### src/rtl/uart_rx_parity_bit.sv
// uart_rx_parity_bit: 8-bit UART receiver with optional odd/even parity check.
// Samples the synchronized line at mid-bit and reports each frame with a valid strobe and error flags.
module uart_rx_parity_bit #(
   parameter int BAUDRATE       = 115_200,
   parameter int BASE_CLK       = 50_000_000,
   parameter int CLOCKS_PER_BIT = BASE_CLK / BAUDRATE
) (
   input  logic       clk,
   input  logic       rst,
   input  logic       input_data_serial,
   input  logic [1:0] parity_type,
   output logic [7:0] rx_data,
   output logic       rx_valid,
   output logic       parity_error,
   output logic       framing_error,
   output logic       rx_busy
);
   localparam logic [31:0] FULL_LIM = 32'(CLOCKS_PER_BIT - 1);
   localparam logic [31:0] HALF_LIM = 32'(CLOCKS_PER_BIT / 2 - 1);

   typedef enum logic [2:0] {
      RX_IDLE   = 3'd0,
      RX_START  = 3'd1,
      RX_DATA   = 3'd2,
      RX_PARITY = 3'd3,
      RX_STOP   = 3'd4
   } state_t;

   state_t      r_state, w_state_nxt;
   logic        r_sync1, r_sync2, r_prev;
   logic [31:0] r_cnt, w_cnt_nxt;
   logic [2:0]  r_idx, w_idx_nxt;
   logic [7:0]  r_shift, w_shift_nxt;
   logic [1:0]  r_ptype, w_ptype_nxt;
   logic        r_perr, w_perr_nxt;
   logic        w_load;
   logic        w_fall;
   logic        w_exp_par;

   assign w_fall    = r_prev & ~r_sync2;
   assign w_exp_par = (r_ptype == 2'd1) ? ~^r_shift : ^r_shift;
   assign rx_busy   = (r_state != RX_IDLE);

   always_comb begin
      w_state_nxt = r_state;
      w_cnt_nxt   = r_cnt + 32'd1;
      w_idx_nxt   = r_idx;
      w_shift_nxt = r_shift;
      w_ptype_nxt = r_ptype;
      w_perr_nxt  = r_perr;
      w_load      = 1'b0;
      case (r_state)
         RX_IDLE: begin
            w_cnt_nxt = '0;
            if (w_fall) begin
               w_ptype_nxt = (parity_type == 2'd3) ? 2'd0 : parity_type;
               w_idx_nxt   = '0;
               w_perr_nxt  = 1'b0;
               w_state_nxt = RX_START;
            end
         end
         RX_START: begin
            if (r_cnt >= HALF_LIM) begin
               w_cnt_nxt   = '0;
               w_state_nxt = r_sync2 ? RX_IDLE : RX_DATA;
            end
         end
         RX_DATA: begin
            if (r_cnt >= FULL_LIM) begin
               w_cnt_nxt          = '0;
               w_shift_nxt[r_idx] = r_sync2;
               w_idx_nxt          = r_idx + 3'd1;
               if (r_idx == 3'd7)
                  w_state_nxt = (r_ptype != 2'd0) ? RX_PARITY : RX_STOP;
            end
         end
         RX_PARITY: begin
            if (r_cnt >= FULL_LIM) begin
               w_cnt_nxt   = '0;
               w_perr_nxt  = (r_sync2 != w_exp_par);
               w_state_nxt = RX_STOP;
            end
         end
         RX_STOP: begin
            // Leave at mid-stop so a start bit right after the stop bit is caught.
            if (r_cnt >= FULL_LIM) begin
               w_cnt_nxt   = '0;
               w_load      = 1'b1;
               w_state_nxt = RX_IDLE;
            end
         end
         default: begin
            w_cnt_nxt   = '0;
            w_state_nxt = RX_IDLE;
         end
      endcase
   end

   always_ff @(posedge clk or negedge rst) begin
      if (!rst) begin
         r_state       <= RX_IDLE;
         r_sync1       <= 1'b1;
         r_sync2       <= 1'b1;
         r_prev        <= 1'b1;
         r_cnt         <= '0;
         r_idx         <= '0;
         r_shift       <= '0;
         r_ptype       <= '0;
         r_perr        <= 1'b0;
         rx_data       <= '0;
         rx_valid      <= 1'b0;
         parity_error  <= 1'b0;
         framing_error <= 1'b0;
      end else begin
         r_sync1  <= input_data_serial;
         r_sync2  <= r_sync1;
         r_prev   <= r_sync2;
         r_state  <= w_state_nxt;
         r_cnt    <= w_cnt_nxt;
         r_idx    <= w_idx_nxt;
         r_shift  <= w_shift_nxt;
         r_ptype  <= w_ptype_nxt;
         r_perr   <= w_perr_nxt;
         rx_valid <= w_load;
         if (w_load) begin
            rx_data       <= r_shift;
            parity_error  <= r_perr;
            framing_error <= ~r_sync2;
         end
      end
   end
endmodule

### config.mk
export PLATFORM = sky130hd
export DESIGN_NAME = uart_rx_parity_bit
export DESIGN_NICKNAME = d
export VERILOG_FILES = /design/src/rtl/uart_rx_parity_bit.sv
export SDC_FILE = /design/constraint.sdc
export NUM_CORES = 1
export LEC_CHECK = 0
export CAP_MARGIN = 20
export CORE_MARGIN = 2
export CORE_UTILIZATION = 50
export DETAILED_ROUTE_END_ITERATION = 12
export MAX_ROUTING_LAYER = met4
export PLACE_DENSITY = 0.79
export SLEW_MARGIN = 20
export SYNTH_ARGS = -nofsm -noshare
export SYNTH_HDL_FRONTEND = slang
export SYNTH_SLANG_ARGS = --single-unit
### constraint.sdc
create_clock -name clk -period 5.9 [get_ports clk]
set_input_delay 1.18 -clock clk [delete_from_list [all_inputs] [get_ports clk]]
set_output_delay 1.18 -clock clk [all_outputs]
set_load 0.02 [all_outputs]
==> flow_metrics.env <==
export IMPL_setup_viol_count_final=0
export IMPL_ys_warn_count=0
export IMPL_ys_seq_area_frac=0.593
export IMPL_power_mw=1.24
export IMPL_peakVddDrop_uv=187
export IMPL_critPathLaunchType="flop"
export IMPL_endpoint_kind="primary output"
export IMPL_whs_path_depth=0
export IMPL_area_growth_pct=17.6
export IMPL_max_slew_margin=0.320
export IMPL_finalSetupTns_ps=0
export IMPL_drtPass1Iterations=6
export IMPL_drive_above_1_share=0.126
export IMPL_cts_tree="yes"
export IMPL_worstMarginPinSlew_ps=1020
export IMPL_io_buffers=16
export IMPL_numCtsBuffers=9
export IMPL_synthCells=205
export IMPL_crit_required_ps=4720
export IMPL_skew_ps=6.47
export IMPL_start_util=0.519
export IMPL_synth_area_per_cell_um2=13.0
export IMPL_ant_nets=0
export IMPL_die_w_um=77.0
export IMPL_hold_buffers=0
export IMPL_routedWlPerCell_um=13.0
export IMPL_grt_overflow_total=0
export IMPL_r2r_cells=7
export IMPL_fp_dieH_um=77.0
export IMPL_hold_path_class="flop to flop"
export IMPL_critPathKind="flop to primary output"
export IMPL_dieArea_um2=5930
export IMPL_vias=1600
export IMPL_ys_ff_latch=63
export IMPL_cts_htree_levels=3
export IMPL_finalWirelength_mm=4.21
export IMPL_reg2reg_setup_slack_ps=3290
export IMPL_timing_rr_start="r_cnt[0]$_DFF_PN0_"
export IMPL_synth_area_um2=2670
export IMPL_n_antenna_cell=0
export IMPL_grt_pass1_wl_mm=7.36
export IMPL_dr_first_iter_drc_count=114
export IMPL_cts_max_path_buffers=2
export IMPL_outcome="complete, no violations"
export IMPL_cp_max_fo=19
export IMPL_hold_path_end="r_sync2$_DFF_PN1_"
export IMPL_cts_sink_count=63
export IMPL_fillers=452
export IMPL_min_period_ps=3070
export IMPL_report_final_slew_viol_count=0
export IMPL_cts_setup_buffers=0
export IMPL_powerDensity_nw_per_um2=396
export IMPL_hold_start="r_sync1$_DFF_PN1_"
export IMPL_nets=259
export IMPL_vias_per_cell=4.95
export IMPL_dp_hpwl_mm=2.86
export IMPL_drc_errors=0
export IMPL_dominantRegCellSynth="dfrtp_1"
export IMPL_drv_cap=0
export IMPL_arrival_ps=1890
export IMPL_rows=26
export IMPL_gp_congestion=0.800
export IMPL_clk_latency_ps=330
export IMPL_worst_slack_ps=2830
export IMPL_ioPinCount=17
export IMPL_max_clock_freq_mhz=326
export IMPL_synth_edff_count=0
export IMPL_core_um2=5140
export IMPL_ctsResizeCount=0
export IMPL_finish_utilization=0.610
export IMPL_period_share=0.520
export IMPL_cts_clk_slew_worst_paths_ps=60
export IMPL_root_buffer="clkbuf_8"
export IMPL_grt_setup_unrepaired="no"
export IMPL_synth_distinct_cells=42
export IMPL_antenna_found_initial=0
export IMPL_hold_viol=0
export IMPL_whs_ps=359
export IMPL_grtUsageTotal=0.166
export IMPL_grt_pass1_vias=1615
export IMPL_grt_max_degree=64
export IMPL_async_flop_share=1.00
export IMPL_timing_rr_end="r_shift[2]$_DFFE_PN0P_"
export IMPL_dpl_worst_slack_ps=3180
export IMPL_p_leak_nw=1.38
## how the worst max path moves through the flow
stage               cells past startpoint  slack, ps  endpoint              startpoint
detailed placement                      2       3180   rx_busy  r_state[1]$_DFFE_PN0P_
global route                            2       2700   rx_busy  r_state[1]$_DFFE_PN0P_
floorplan                               2       3760   rx_busy  r_state[1]$_DFFE_PN0P_
CTS                                     2       2810   rx_busy  r_state[1]$_DFFE_PN0P_
global placement                        2       3200   rx_busy  r_state[1]$_DFFE_PN0P_
finish                                  2       2830   rx_busy  r_state[1]$_DFFE_PN0P_
## Yosys cell counts, types with 4 or more instances
library cell	count	area, um2
dfrtp_1	60	1500
nand2b_1	4	25.0
a21oi_1	4	20.0
inv_1	5	18.8
nand2_1	13	48.8
mux2_1	9	101
nor3_1	5	25.0
mux2i_1	4	40.0
xor2_1	4	35.0
o21ai_1	4	20.0
nor4_1	6	37.5
xnor2_1	12	105
mux2_4	10	150
ha_1	6	75.1
nor2_1	17	63.8
## layout make-up
type                    instances  area, um2  share of cell area
clock buffers                  15        166              0.0531
inverters                       5       18.8             0.00599
flip-flops and latches         63       1580               0.504
repair buffers                 17        163              0.0519
multi-input cells             152       1110               0.355
well taps                      70       87.6              0.0279
clock inverters                 1       5.00             0.00160
## stage by stage
step	cells	cell area [um2]
floorplan	227	2750
global placement	307	2960
detailed placement	307	2960
CTS	323	3130
global route	323	3130
finish	323	3130
## power breakdown
group          switching (mW)  internal (mW)
Clock                   0.147          0.176
Sequential             0.0769          0.504
Combinational           0.151          0.186
Total                   0.375          0.866
## state kept, by name (all words and copies together), names as in the netlist
signal / cells
r_sync2: 1
rx_data: 8
r_ptype: 2
parity_error: 1
framing_error: 1
r_prev: 1
r_cnt: 32
r_sync1: 1
r_idx: 3
r_state: 3
rx_valid: 1
r_shift: 8
r_perr: 1
## cells in the final DEF, fill, tap and decap left out, types with 5 or more instances in the layout
cell type        netlist  final
nor4_1                 6      6
nor2_1                17     17
clkdlybuf4s50_1        0     15
ha_1                   6      6
conb_1                 1     23
inv_1                  5      5
xnor2_1               12     12
nor3_1                 5      5
mux2_1                 9      9
clkbuf_8               0     11
mux2_4                10     10
nand2_1               13     13
dfrtp_1               60     60
## kinds of logic (layout without fill, tap and decap cells)
group                    Yosys count  after routing  synth area share
AO/OA/AOI/OAI                     16             16            0.0418
XOR/XNOR                          16             16            0.0526
adder cells (fa/ha/maj)            6              6            0.0282
buffers and inverters             12             38            0.0206
flip-flops                        63             63             0.593
multiplexers                      23             23             0.109
other                              1             23           0.00141
AND/OR/NAND/NOR                   68             68             0.153
## worst max-delay path: stages (launching register included)
cell	delay, ps
dfrtp_1	560
or3_1	450
clkdlybuf4s50_1	550
## routing by layer
layer  routed length (um)  vias up  global-route usage  share of wire
met4                   70        0              0.0589          0.017
met1                 1850      794               0.187           0.44
li1                     -      771                   -              -
met2                 2140       28               0.266           0.51
met5                    0        -                   -              0
met3                  156        7              0.0718          0.037
Note: power is estimated with default switching activity, not from simulation.
